## src/rtl/uart_tx_arbiter_if.sv

```systemverilog
// Bundle between NUM_REQ byte requesters, the arbiter and the UART write port.
// The arbiter takes the slave view: it consumes requests and tx_full and
// drives grant/ack and the UART write strobe/data.
interface uart_tx_arbiter_if #(
  parameter int NUM_REQ          = 4,
  parameter int TRANSMITTED_BITS = 8
);
  logic [NUM_REQ-1:0]                  req;
  logic [NUM_REQ*TRANSMITTED_BITS-1:0] req_data;
  logic [NUM_REQ-1:0]                  req_last;
  logic                                tx_full;
  logic [NUM_REQ-1:0]                  grant;
  logic [NUM_REQ-1:0]                  ack;
  logic                                write_to_uart;
  logic [TRANSMITTED_BITS-1:0]         tx_data;
  logic                                busy;

  // Requesters plus UART side (tx_full is the UART's FIFO status).
  modport master (
    output req, req_data, req_last, tx_full,
    input  grant, ack, write_to_uart, tx_data, busy
  );

  // Arbiter side.
  modport slave (
    input  req, req_data, req_last, tx_full,
    output grant, ack, write_to_uart, tx_data, busy
  );
endinterface

```

## src/rtl/uart_tx_arbiter.sv

```systemverilog
// Message-granular round-robin arbiter sharing one UART transmit port.
// Latency: grant 1 cycle after req is sampled; each byte is written 1 cycle after it is accepted.
// Backpressure: tx_full=1 stalls the owner without ageing its stall timer; max one byte per 2 clocks.
module uart_tx_arbiter #(
  parameter int          NUM_REQ          = 4,
  parameter int          TRANSMITTED_BITS = 8,
  parameter logic [15:0] STALL_TIMEOUT    = 16'd1000
) (
  input logic              clock_i,
  input logic              reset_i,
  uart_tx_arbiter_if.slave bus
);

  localparam int IDXW = (NUM_REQ > 1) ? $clog2(NUM_REQ) : 1;

  typedef enum logic [1:0] {
    IDLE = 2'd0,
    OWN  = 2'd1,
    GAP  = 2'd2
  } state_t;

  state_t                      state_q, state_d;
  logic [IDXW-1:0]             owner_q, owner_d;
  logic [IDXW-1:0]             rr_ptr_q, rr_ptr_d;
  logic [15:0]                 stall_q, stall_d;
  logic [NUM_REQ-1:0]          grant_q, grant_d;
  logic [NUM_REQ-1:0]          ack_q, ack_d;
  logic                        wr_q, wr_d;
  logic [TRANSMITTED_BITS-1:0] tx_data_q, tx_data_d;
  logic                        busy_q, busy_d;

  logic [TRANSMITTED_BITS-1:0] req_bytes [NUM_REQ];
  logic                        pick_vld;
  logic [IDXW-1:0]             pick_idx;
  logic [IDXW:0]               cand;
  logic [IDXW-1:0]             next_rr;

  // Split the flat data bus into one byte per requester.
  always_comb begin
    for (int i = 0; i < NUM_REQ; i++) begin
      req_bytes[i] = bus.req_data[i*TRANSMITTED_BITS +: TRANSMITTED_BITS];
    end
  end

  // Find the first active request at or after rr_ptr, wrapping around.
  always_comb begin
    pick_vld = 1'b0;
    pick_idx = '0;
    cand     = '0;
    for (int k = 0; k < NUM_REQ; k++) begin
      cand = {1'b0, rr_ptr_q} + (IDXW+1)'(k);
      if (cand >= (IDXW+1)'(NUM_REQ)) begin
        cand = cand - (IDXW+1)'(NUM_REQ);
      end
      if (!pick_vld && bus.req[cand[IDXW-1:0]]) begin
        pick_vld = 1'b1;
        pick_idx = cand[IDXW-1:0];
      end
    end
  end

  // Pointer value after the current owner releases: the requester just after it.
  always_comb begin
    next_rr = (owner_q == IDXW'(NUM_REQ - 1)) ? '0 : owner_q + 1'b1;
  end

  // Next-state and registered-output computation for the ownership FSM.
  always_comb begin
    state_d   = state_q;
    owner_d   = owner_q;
    rr_ptr_d  = rr_ptr_q;
    stall_d   = stall_q;
    grant_d   = grant_q;
    busy_d    = busy_q;
    ack_d     = '0;
    wr_d      = 1'b0;
    tx_data_d = tx_data_q;

    case (state_q)
      IDLE: begin
        if (pick_vld) begin
          owner_d           = pick_idx;
          grant_d           = '0;
          grant_d[pick_idx] = 1'b1;
          busy_d            = 1'b1;
          stall_d           = '0;
          state_d           = OWN;
        end
      end

      OWN: begin
        if (bus.req[owner_q]) begin
          // A full FIFO is the UART's problem, not the requester's: just wait.
          if (!bus.tx_full) begin
            wr_d           = 1'b1;
            tx_data_d      = req_bytes[owner_q];
            ack_d[owner_q] = 1'b1;
            stall_d        = '0;
            if (bus.req_last[owner_q]) begin
              grant_d  = '0;
              busy_d   = 1'b0;
              rr_ptr_d = next_rr;
              state_d  = IDLE;
            end else begin
              state_d = GAP;
            end
          end
        end else if (stall_q == STALL_TIMEOUT - 16'd1) begin
          // Owner went quiet for too long: take the transmitter back unwritten.
          grant_d  = '0;
          busy_d   = 1'b0;
          rr_ptr_d = next_rr;
          stall_d  = '0;
          state_d  = IDLE;
        end else begin
          stall_d = stall_q + 16'd1;
        end
      end

      // One dead cycle after each write so the requester can react to ack
      // and tx_full can reflect the byte just pushed.
      GAP: begin
        state_d = OWN;
      end

      default: begin
        state_d = IDLE;
      end
    endcase
  end

  // State and output registers with synchronous reset.
  always_ff @(posedge clock_i) begin
    if (reset_i) begin
      state_q   <= IDLE;
      owner_q   <= '0;
      rr_ptr_q  <= '0;
      stall_q   <= '0;
      grant_q   <= '0;
      ack_q     <= '0;
      wr_q      <= 1'b0;
      tx_data_q <= '0;
      busy_q    <= 1'b0;
    end else begin
      state_q   <= state_d;
      owner_q   <= owner_d;
      rr_ptr_q  <= rr_ptr_d;
      stall_q   <= stall_d;
      grant_q   <= grant_d;
      ack_q     <= ack_d;
      wr_q      <= wr_d;
      tx_data_q <= tx_data_d;
      busy_q    <= busy_d;
    end
  end

  assign bus.grant         = grant_q;
  assign bus.ack           = ack_q;
  assign bus.write_to_uart = wr_q;
  assign bus.tx_data       = tx_data_q;
  assign bus.busy          = busy_q;

endmodule

```

## src/flat_wrapper.sv

```systemverilog
// flat-port wrapper written by rule: the top's interface ports become plain ports
module uart_tx_arbiter_flat 
#(
  parameter int          NUM_REQ          = 4,
  parameter int          TRANSMITTED_BITS = 8,
  parameter logic [15:0] STALL_TIMEOUT    = 16'd1000
)
  (clock_i, reset_i, bus_req, bus_req_data, bus_req_last, bus_tx_full, bus_grant, bus_ack, bus_write_to_uart, bus_tx_data, bus_busy);
  uart_tx_arbiter_if #(.NUM_REQ(NUM_REQ), .TRANSMITTED_BITS(TRANSMITTED_BITS)) bus_i ();
  input logic clock_i;
  input logic reset_i;
  input wire logic [$bits(bus_i.req)-1:0] bus_req;
  input wire logic [$bits(bus_i.req_data)-1:0] bus_req_data;
  input wire logic [$bits(bus_i.req_last)-1:0] bus_req_last;
  input wire logic [$bits(bus_i.tx_full)-1:0] bus_tx_full;
  output wire logic [$bits(bus_i.grant)-1:0] bus_grant;
  output wire logic [$bits(bus_i.ack)-1:0] bus_ack;
  output wire logic [$bits(bus_i.write_to_uart)-1:0] bus_write_to_uart;
  output wire logic [$bits(bus_i.tx_data)-1:0] bus_tx_data;
  output wire logic [$bits(bus_i.busy)-1:0] bus_busy;
  assign bus_i.req = bus_req;
  assign bus_i.req_data = bus_req_data;
  assign bus_i.req_last = bus_req_last;
  assign bus_i.tx_full = bus_tx_full;
  assign bus_grant = bus_i.grant;
  assign bus_ack = bus_i.ack;
  assign bus_write_to_uart = bus_i.write_to_uart;
  assign bus_tx_data = bus_i.tx_data;
  assign bus_busy = bus_i.busy;
  uart_tx_arbiter #(.NUM_REQ(NUM_REQ), .TRANSMITTED_BITS(TRANSMITTED_BITS), .STALL_TIMEOUT(STALL_TIMEOUT)) u_core (.clock_i(clock_i), .reset_i(reset_i), .bus(bus_i));
endmodule
```

## config.mk

```make
export PLATFORM = sky130hd
export DESIGN_NAME = uart_tx_arbiter_flat
export DESIGN_NICKNAME = d
export VERILOG_FILES = /design/src/rtl/uart_tx_arbiter_if.sv /design/src/rtl/uart_tx_arbiter.sv /design/src/flat_wrapper.sv
export SDC_FILE = /design/constraint.sdc
export NUM_CORES = 1
export LEC_CHECK = 0
export BUFFER_PORTS_ARGS = -buffer_cell sky130_fd_sc_hd__buf_4
export CAP_MARGIN = 20
export CORE_MARGIN = 5
export CORE_UTILIZATION = 47
export DETAILED_ROUTE_END_ITERATION = 10
export PLACE_DENSITY_LB_ADDON = 0.08
export REMOVE_ABC_BUFFERS = 1
export SYNTH_ARGS = -nofsm -noshare
export SYNTH_HDL_FRONTEND = slang
export SYNTH_SLANG_ARGS = --single-unit
```

## constraint.sdc

```tcl
create_clock -name clock_i -period 2.01 [get_ports clock_i]
set_input_delay 0.3015 -clock clock_i [delete_from_list [all_inputs] [get_ports clock_i]]
set_output_delay 0.3015 -clock clock_i [all_outputs]
set_load 0.1 [all_outputs]
```

==> run summary <==
Status: complete, but fails checks
Violated checks: setup timing
Post-synth top area cell: dfxtp_1
Share of post-route cells with drive strength above 1: 39.5%
Total CTS buffers: 5
Top delay family on crit path: simple AND/OR/NAND/NOR gates
CTS tree: done
Post-Route Setup TNS: -226 ps
Core ar.: 0.00444 mm^2
Placed wire-length estimate: 4.28 mm
Post-synthesis sequential area ratio: 36.6%
Critical path class: reg2reg
Buffers & Inverters on Critical Path: 2
Setup violations, final: 5
Synth top cells by count: dfxtp_1 (40), nand2_1 (36), a21oi_1 (24)
Via density: 5.57
Top cell type's share of synthesized area: 36.6%
Element type at the critical path end: flip-flop
Site Rows: 24
Critical path cell sequence: or4_4 > nor4_4 > buf_4 > a2bb2oi_4 > buf_12 > a21o_1 > a21oi_1
Clk slew on worst S/H paths: 80 ps
Worst Setup Start Kind: flip-flop
Nets: 371
Final ANT Viol Nets: 0
Max Buffers Root-to-Sink: 2
Global-route wire length before repair: 9.69 mm
Die area: 0.00613 mm^2
Hold slack final: 421 ps
Top Ports: 61
Filler Cell Count: 373
GRT Resource Usage Total: 19.6%
Power density over cell area: 678 mW/mm^2
Tmin final: 2060 ps
Most frequent cell after synthesis: dfxtp_1
Pre-CTS setup slack: -32.6 ps
Synth top area cells: dfxtp_1 (37%), mux4_2 (10%), nand2_1 (6.2%), a21oi_1 (5.5%), a311oi_1 (4.0%)
Setup Fix Bufs, Post-CTS: 0
Tightest Pin Transition: 607 ps
Drt first pass iters: 4
Most used DFF post-synth: dfxtp_1
Final Hold Vio Count: 0
FF/Latch Area: 805 um^2
Async S/R FF share, synth: 0%
DRC viols: 0
GP Congestion: 0.852
WP data arrival: 2220 ps
Max frequency: 485 MHz
Post-Synthesis Cells: 239
Final WL: 5.71 mm
Mapped Area: 0.00219 mm^2
Largest net degree at the start of global routing: 37
Worst path max stage delay: 540 ps
Total of max-cap violations: 0
Leakage: 1.21 nW
Drt initial violations: 180
Vias in the first global route: 2123
Area of the multi-input gates: 0.00130 mm^2
Initial antenna violation count: 0
H-tree levels: 2
Fin crit share: 103%
Syn avg cell area: 9.17 um^2
Clk root buf: clkbuf_8
GRT Residual Overflow: 0
Slew Limit Headroom: 59.6%
Hold/Removal Path Class: in2reg
Unrepaired setup endpoints after global routing: true
Die Y: 78.3 um
Clk_skew: 4.80 ps
Critical Path RT: 2170 ps
Dpl cells: 368
Number of distinct library cells after synthesis: 50
Area Overhead vs Synth: 36.9%
N_diodes: 0
Peak supply drop: 0.409 mV
Ys Warns: 0
Initial core utilization: 49.3%
Detailed-route via count: 2095
Worst Path Max Fanout: 5
Number of synthesized flops with an enable pin: 0
Die W: 78.3 um
Slew Limit Fails: 0
DR WL/cell: 15.2 um
Min setup slack post-route: -50.3 ps
Total Power: 0.00203 W
Worst-skew pair later-pin latency: 280 ps
Clock sinks: 40
Slowest-stage cell, CP: or4_4
PortBufs: 60
Synthesized flop and latch total: 40
Fin cells: 376
## state kept, by name, indices dropped and copies added, names as in the netlist
register	count
u_core.bus.ack	4
u_core.rr_ptr_q	2
u_core.bus.write_to_uart	1
u_core.bus.busy	1
u_core.bus.grant	4
u_core.stall_q	16
u_core.bus.tx_data	8
u_core.state_q	2
u_core.owner_q	2
## placed cells by master, fill, tap and decap left out, drive strengths merged, types with 6 or more instances in the layout
cell,instances
nand2,36
dfxtp,40
nand3,16
clkbuf,6
nor2,11
mux4,10
a21oi,25
buf,90
and3,6
inv,10
a311oi,10
## power breakdown
part,internal (W),switching (W),total (W)
registers,0.000822,0.0000184,0.000841
clock network,0.000368,0.000269,0.000637
logic,0.000223,0.000332,0.000555
total,0.00141,0.000619,0.00203
## per-layer routing
layer  wire [um]  track usage (%)  vias to the layer above  part of all wire, %
li1            -                -                     1069                    -
met5           0                0                        -                    0
met3         329             4.92                        4                  5.8
met4          60             6.12                        0                  1.1
met1        2360             23.4                      966                   41
met2        2960             34.7                       56                   52
## area by class of cell
type | count | share of cell area [%]
Inverter | 10 | 1.25
Multi-Input combinational cell | 176 | 43.2
Tap cell | 52 | 2.17
Clock inverter | 2 | 1.17
Sequential cell | 40 | 26.8
Timing Repair Buffer | 90 | 22.9
Clock buffer | 6 | 2.42
## worst reg2reg max path, cell delays in order (launching register included)
cell	delay (ps)
dfxtp_2	330
or4_4	540
nor4_4	390
buf_4	190
a2bb2oi_4	200
buf_12	140
a21o_1	100
a21oi_1	50
## stage by stage
| stage | area [um^2] | utilization (%) |
|---|---|---|
| after floorplan | 2100 | - |
| after global placement | 2850 | 64.2 |
| after detailed placement | 2850 | 64.2 |
| after CTS | 2970 | 66.8 |
| after global routing | 3000 | 67.5 |
| final | 3000 | 67.5 |
## kinds of logic after synthesis
family / Yosys count / share of synthesized area (%)
muxes: 12 / 11.2
DFF: 40 / 36.6
buffers and inverters: 23 / 5.88
adders and majority gates: 5 / 2.86
AOI/OAI and AO/OA: 63 / 20.7
and+or+nand+nor: 96 / 22.8
## final timing paths
| path | cells past startpoint | from | slack (ps) | to |
|---|---|---|---|---|
| max reg2reg | 7 | u_core.stall_q[14]$_SDFFE_PP0P_ | -50 | u_core.rr_ptr_q[0]$_SDFFE_PP0P_ |
| min reg2reg | 2 | u_core.bus.tx_data[4]$_SDFFE_PP0P_ | 460 | u_core.bus.tx_data[4]$_SDFFE_PP0P_ |
| max | 7 | u_core.stall_q[14]$_SDFFE_PP0P_ | -50 | u_core.rr_ptr_q[0]$_SDFFE_PP0P_ |
| min | 2 | reset_i | 420 | u_core.rr_ptr_q[1]$_SDFFE_PP0P_ |
## timing repair
action                     CTS  global route
gates resized for setup      2            10
setup endpoints to repair    8            29
pin swaps                    7             6
hold buffers                 0             0
Power figures use the tool's default switching activity.
